**src/rtl/comp_pkg.sv**
```systemverilog
// comp_pkg: screen codes, fade level range and fade FSM states shared by layer_compositor
package comp_pkg;
  localparam logic [1:0] SCR_GAME     = 2'd0;
  localparam logic [1:0] SCR_COVER    = 2'd1;
  localparam logic [1:0] SCR_SUCCESS  = 2'd2;
  localparam logic [1:0] SCR_GAMEOVER = 2'd3;
  localparam int LEVEL_W = 5;
  localparam logic [LEVEL_W-1:0] LEVEL_MAX = 5'd16;
  typedef enum logic [1:0] {FADE_IDLE, FADE_OUT, FADE_IN} fade_state_e;
endpackage

```
**src/rtl/comp_fade_ctrl.sv**
```systemverilog
// comp_fade_ctrl: frame-timed fade FSM owning cur_sel and level; built only with COMP_FADE_EN
`ifdef COMP_FADE_EN
module comp_fade_ctrl import comp_pkg::*; #(
  parameter int FRAMES_PER_STEP = 2
) (
  input  logic               clk,
  input  logic               reset,
  input  logic               frame_start_i,
  input  logic [1:0]         screen_sel_i,
  output logic [1:0]         cur_sel_o,
  output logic [LEVEL_W-1:0] level_o,
  output logic               fade_busy_o
);
  localparam int CNT_W = $clog2(FRAMES_PER_STEP + 1);
  fade_state_e state_q, state_d;
  logic [LEVEL_W-1:0] level_q, level_d, level_dn;
  logic [1:0] cur_sel_q, cur_sel_d, target_q, target_d;
  logic [CNT_W-1:0] cnt_q, cnt_d;
  logic step;
  assign step     = frame_start_i && (cnt_q == CNT_W'(FRAMES_PER_STEP - 1));
  assign level_dn = (level_q == '0) ? '0 : level_q - 1'b1;
  always_comb begin
    state_d   = state_q;
    level_d   = level_q;
    cur_sel_d = cur_sel_q;
    target_d  = target_q;
    cnt_d     = frame_start_i ? (step ? '0 : cnt_q + 1'b1) : cnt_q;
    case (state_q)
      FADE_IDLE: if (frame_start_i && screen_sel_i != cur_sel_q) begin
        target_d = screen_sel_i;
        state_d  = FADE_OUT;
        cnt_d    = '0;
      end
      FADE_OUT: begin
        target_d = screen_sel_i;
        if (step) begin
          level_d = level_dn;
          if (level_dn == '0) begin
            cur_sel_d = target_d;
            state_d   = FADE_IN;
            cnt_d     = '0;
          end
        end
      end
      FADE_IN: if (frame_start_i && screen_sel_i != cur_sel_q) begin
        target_d = screen_sel_i;
        state_d  = FADE_OUT;
        cnt_d    = '0;
      end else if (step) begin
        level_d = level_q + 1'b1;
        state_d = (level_d == LEVEL_MAX) ? FADE_IDLE : FADE_IN;
      end
      default: state_d = FADE_IDLE;
    endcase
  end
  always_ff @(posedge clk) begin
    if (reset) begin
      state_q   <= FADE_IDLE;
      level_q   <= LEVEL_MAX;
      cur_sel_q <= SCR_COVER;
      target_q  <= SCR_COVER;
      cnt_q     <= '0;
    end else begin
      state_q   <= state_d;
      level_q   <= level_d;
      cur_sel_q <= cur_sel_d;
      target_q  <= target_d;
      cnt_q     <= cnt_d;
    end
  end
  assign cur_sel_o   = cur_sel_q;
  assign level_o     = level_q;
  assign fade_busy_o = (state_q != FADE_IDLE);
endmodule
`endif

```
**src/rtl/layer_compositor.sv**
```systemverilog
// layer_compositor: 2-stage N-layer sprite/screen compositor with colour key and fade scaling.
// Define COMP_FADE_EN to build the frame-timed fade-out/fade-in controller.
module layer_compositor import comp_pkg::*; #(
  parameter int              N_LAYERS        = 4,
  parameter int              RGB_W           = 12,
  parameter int              KEY_ENABLE      = 1,
  parameter logic [RGB_W-1:0] KEY_RGB        = 12'hF0F,
  parameter int              FRAMES_PER_STEP = 2
) (
  input  logic                      clk,
  input  logic                      reset,
  input  logic                      frame_start,
  input  logic                      video_off,
  input  logic                      game_en,
  input  logic [1:0]                screen_sel,
  input  logic [N_LAYERS-1:0]       layer_on,
  input  logic [N_LAYERS*RGB_W-1:0] layer_rgb,
  input  logic [RGB_W-1:0]          bg_rgb,
  input  logic [3*RGB_W-1:0]        screen_rgb,
  output logic [RGB_W-1:0]          rgb,
  output logic [N_LAYERS-1:0]       layer_hit,
  output logic                      fade_busy
);
  localparam int CW = RGB_W / 3;
  if (FRAMES_PER_STEP < 1) begin : g_bad_fps
    $error("FRAMES_PER_STEP must be >= 1");
  end
  logic [1:0] cur_sel;
  logic [LEVEL_W-1:0] level;
`ifdef COMP_FADE_EN
  comp_fade_ctrl #(.FRAMES_PER_STEP(FRAMES_PER_STEP)) u_fade (
    .clk(clk), .reset(reset), .frame_start_i(frame_start), .screen_sel_i(screen_sel),
    .cur_sel_o(cur_sel), .level_o(level), .fade_busy_o(fade_busy)
  );
`else
  logic [1:0] cur_sel_q;
  always_ff @(posedge clk) begin
    if (reset) cur_sel_q <= SCR_COVER;
    else if (frame_start) cur_sel_q <= screen_sel;
  end
  assign cur_sel   = cur_sel_q;
  assign level     = LEVEL_MAX;
  assign fade_busy = 1'b0;
`endif
  logic voff_q, game_q;
  logic [RGB_W-1:0] bg_q, scr_q, scr_d, base, faded, rgb_q;
  logic [N_LAYERS-1:0] q_q, q_d, hit, hit_q;
  logic [N_LAYERS*RGB_W-1:0] lrgb_q;
  logic [RGB_W-1:0] acc [N_LAYERS+1];
  assign scr_d = (cur_sel == SCR_SUCCESS)  ? screen_rgb[RGB_W +: RGB_W] :
                 (cur_sel == SCR_GAMEOVER) ? screen_rgb[2*RGB_W +: RGB_W] : screen_rgb[0 +: RGB_W];
  assign acc[0] = '0;
  for (genvar i = 0; i < N_LAYERS; i++) begin : g_layer
    assign q_d[i] = layer_on[i] & game_en & (cur_sel == SCR_GAME) &
                    ~((KEY_ENABLE != 0) && (layer_rgb[i*RGB_W +: RGB_W] == KEY_RGB));
    if (i == 0) begin : g_top
      assign hit[i] = q_q[i];
    end else begin : g_rest
      assign hit[i] = q_q[i] & ~|q_q[i-1:0];
    end
    assign acc[i+1] = acc[i] | (hit[i] ? lrgb_q[i*RGB_W +: RGB_W] : '0);
  end
  assign base = voff_q ? '0 : !game_q ? scr_q : |hit ? acc[N_LAYERS] : bg_q;
  // Per-channel (c*level)>>4 truncation; level 16 passes the pixel through.
  for (genvar c = 0; c < 3; c++) begin : g_chan
    logic [CW+LEVEL_W-1:0] prod;
    assign prod = (CW+LEVEL_W)'(base[c*CW +: CW]) * (CW+LEVEL_W)'(level);
    assign faded[c*CW +: CW] = prod[CW+3:4];
  end
  always_ff @(posedge clk) begin
    if (reset) begin
      voff_q <= 1'b0;
      game_q <= 1'b0;
      bg_q   <= '0;
      scr_q  <= '0;
      q_q    <= '0;
      lrgb_q <= '0;
      rgb_q  <= '0;
      hit_q  <= '0;
    end else begin
      voff_q <= video_off;
      game_q <= (cur_sel == SCR_GAME);
      bg_q   <= bg_rgb;
      scr_q  <= scr_d;
      q_q    <= q_d;
      lrgb_q <= layer_rgb;
      rgb_q  <= faded;
      hit_q  <= voff_q ? '0 : hit;
    end
  end
  assign rgb       = rgb_q;
  assign layer_hit = hit_q;
endmodule

```
**config.mk**
```make
export PLATFORM = sky130hd
export DESIGN_NAME = layer_compositor
export DESIGN_NICKNAME = d
export VERILOG_FILES = /design/src/rtl/comp_pkg.sv /design/src/rtl/comp_fade_ctrl.sv /design/src/rtl/layer_compositor.sv
export SDC_FILE = /design/constraint.sdc
export NUM_CORES = 1
export LEC_CHECK = 0
export ABC_AREA = 1
export ABC_CLOCK_PERIOD_IN_PS = 3700
export CORE_ASPECT_RATIO = 0.9
export CORE_MARGIN = 5
export CORE_UTILIZATION = 49
export DETAILED_ROUTE_END_ITERATION = 16
export PLACE_DENSITY = 0.95
export SYNTH_ARGS = -nofsm -noshare
export SYNTH_HDL_FRONTEND = slang
export SYNTH_SLANG_ARGS = --single-unit
```
**constraint.sdc**
```tcl
create_clock -name clk -period 3.7 [get_ports clk]
set_clock_uncertainty 0.2 [all_clocks]
set_input_delay 0.74 -clock clk [delete_from_list [all_inputs] [get_ports clk]]
set_output_delay 0.74 -clock clk [all_outputs]
set_load 0.05 [all_outputs]
```
==> results.json <==
{
  "slew_headroom": 0.5955,
  "pin_count": 124,
  "synth_nets": 652,
  "clock_latency_ns": 0.35,
  "htree_levels": 3,
  "place_congestion": 0.8897,
  "critPathMaxFanout": 1,
  "ctsHoldBuffers": 0,
  "rrSetupSlack_ns": 1.77,
  "hpwl_microns": 7833,
  "slowest_delay_ns": 0.80,
  "drive_gt1_frac": 0.03653,
  "worstSetupEndpointType": "output pin",
  "synthTopCellsByArea": "dfxtp_1 50%, inv_1 12%, nand2_1 11%",
  "vdd_ir_drop_max_v": 0.0001875,
  "layout.nets": 760,
  "num_vias": 3599,
  "grt_pass1_wl_microns": 15940,
  "p_per_area_nw_per_um2": 392.0,
  "rows": 30,
  "worst-path-buf-inv": 1,
  "start_util": 0.5054,
  "grt_antenna_before_repair": 0,
  "period_minus_slack_ns": 2.435,
  "post_dp_cell_area_sq_um": 5042,
  "seq_area_frac_synth": 0.5015,
  "via_per_inst": 4.780,
  "synthToLayoutAreaGrowth_pct": 36.43,
  "synth_area_leader_cell": "dfxtp_1",
  "post-cts-setup-buffers": 0,
  "clkSinkCount": 96,
  "dp_slack_ns": 1.620,
  "rsz0062_at_grt": "false",
  "run_status": "complete, no violations",
  "setup_slack_ns": 1.265,
  "globalRouteOverflowTotal": 0,
  "port-buffer-count": 122,
  "drtPass1Iterations": 5,
  "synth_seq_cells": 96,
  "startpoint_type": "flop",
  "synth_commonest_cells": "118 x inv_1, 112 x nand2_1, 96 x dfxtp_1",
  "synth-edff-count": 0,
  "avgSynthCellArea_sq_um": 7.032,
  "grt_usage": 0.2108,
  "ys_types": 24,
  "stdcell_area_sq_um": 5229,
  "grt_max_degree": 37,
  "post-route-period-util": 0.6581,
  "antenna_left": 0,
  "wl_per_cell_microns": 13.24,
  "hold_slack_ns": 0.2599,
  "p_leak_nw": 2.569,
  "coreArea_sq_um": 7582,
  "yosysMostFrequentCell": "inv_1",
  "drcViolationCount": 0,
  "crit_family": "buffers and inverters",
  "cp.arrival_ns": 1.50,
  "diodes": 0,
  "totalWireLength_microns": 9972,
  "critPathSlowestCell": "clkdlybuf4s50_1",
  "path_class": "flop to output pin",
  "synth-main-ff-cell": "dfxtp_1",
  "clockBufferDepth": 2,
  "hold_violations": 0,
  "cts_root_buf": "clkbuf_8",
  "tightest_slew_ns": 0.6060,
  "num-fill-cells": 542,
  "cts_made_buffers": 9,
  "async_flop_share": 0,
  "clock.fmax_ghz": 0.4107,
  "cp.required_ns": 2.76,
  "setup_viol": 0,
  "syn_area_sq_um": 3832,
  "cts_resized": 0,
  "grt_pass1_vias": 3506,
  "hold_path_class": "flop to flop",
  "slew_violations": 0,
  "path_cells": "clkdlybuf4s50_1",
  "synthCells": 545,
  "ys_warn_count": 0,
  "fp.dieW_microns": 103.2,
  "cap_violations": 0,
  "tns_ns": 0,
  "die_y_microns": 93.90,
  "die_area_sq_um": 9692,
  "synth_top_area_share": 0.5015,
  "drtIter0Drc": 225,
  "clk_pin_slew_ns": 0.08,
  "tritoncts": "built"
}
==> state kept, by name (all words and copies together), names as in the netlist <==
name       cells
layer_hit      4
voff_q         1
rgb           12
scr_q         12
q_q            4
lrgb_q        48
game_q         1
cur_sel        2
bg_q          12
==> report_power, final <==
group          switching, W  total (W)  leakage, nW  internal [W]
clock network      0.000326   0.000650       0.0989      0.000324
registers         0.0000219    0.00111        0.796       0.00109
logic              0.000139   0.000291         1.67      0.000152
==> worst min-delay path, stage by stage, from the launching register on <==
cell and delay (ns):
dfxtp_1 0.31, nand2_1 0.05, a21oi_1 0.06
==> area by class of cell <==
type	count	area [sq um]	area share
Sequential cell	96	1922	0.3676
Multi-Input combinational cell	304	1330	0.2544
Timing Repair Buffer	123	1224	0.2340
Inverter	119	446.7	0.08543
Clock buffer	11	141.4	0.02704
Tap cell	96	120.1	0.02297
Clock inverter	4	45.04	0.008615
==> worst paths after layout <==
kind | from | to | cells past startpoint
setup reg to reg | q_q[1] | rgb[9] | 5
hold reg to reg | scr_q[10] | rgb[10] | 2
setup / recovery | layer_hit[3] | layer_hit[3] | 1
hold / removal | scr_q[10] | rgb[10] | 2
==> metal layers <==
metal | up-vias | track usage | share of wire
met5 | - | 0 | 0
met1 | 1604 | 0.2622 | 0.40
li1 | 1830 | - | -
met2 | 149 | 0.3600 | 0.51
met3 | 16 | 0.04380 | 0.074
met4 | 0 | 0.07120 | 0.016
==> per-stage QoR <==
step	power, W	instances	util
4_1_cts	0.002053	753	0.6896
6_report	0.002049	753	0.6896
3_3_place_gp	0.001410	738	0.6650
5_1_grt	0.002138	753	0.6896
3_5_place_dp	0.001420	738	0.6650
2_1_floorplan	0.001262	545	-
==> cell families after synthesis <==
logic type | Yosys count | synth area share
simple gates | 275 | 0.3059
buf+inv | 145 | 0.1515
flops | 96 | 0.5015
compound gates | 28 | 0.04016
other cells | 1 | 0.0009785
==> placed cells by master, fill, tap and decap left out <==
| cell | synthesis | routed |
|---|---|---|
| or2_2 | 1 | 1 |
| dfxtp_1 | 96 | 96 |
| bufinv_16 | 0 | 1 |
| a21oi_1 | 11 | 11 |
| nor2_1 | 92 | 92 |
| nor2_4 | 1 | 1 |
| inv_1 | 118 | 118 |
| a21oi_2 | 3 | 3 |
| inv_2 | 1 | 1 |
| nand2_2 | 1 | 1 |
| clkdlybuf4s50_1 | 0 | 121 |
| nor3_2 | 1 | 1 |
| o21ai_1 | 6 | 6 |
| conb_1 | 1 | 1 |
| clkinv_2 | 0 | 3 |
| clkbuf_1 | 9 | 1 |
| nand4_1 | 24 | 24 |
| nor3b_1 | 3 | 3 |
| o21ai_0 | 7 | 7 |
| o31ai_1 | 1 | 1 |
| nand2_1 | 112 | 112 |
| nand3_1 | 36 | 36 |
| nor3_1 | 4 | 4 |
| buf_4 | 4 | 1 |
| buf_2 | 5 | 1 |
| clkbuf_8 | 0 | 10 |
(Power assumes the default switching activity.)
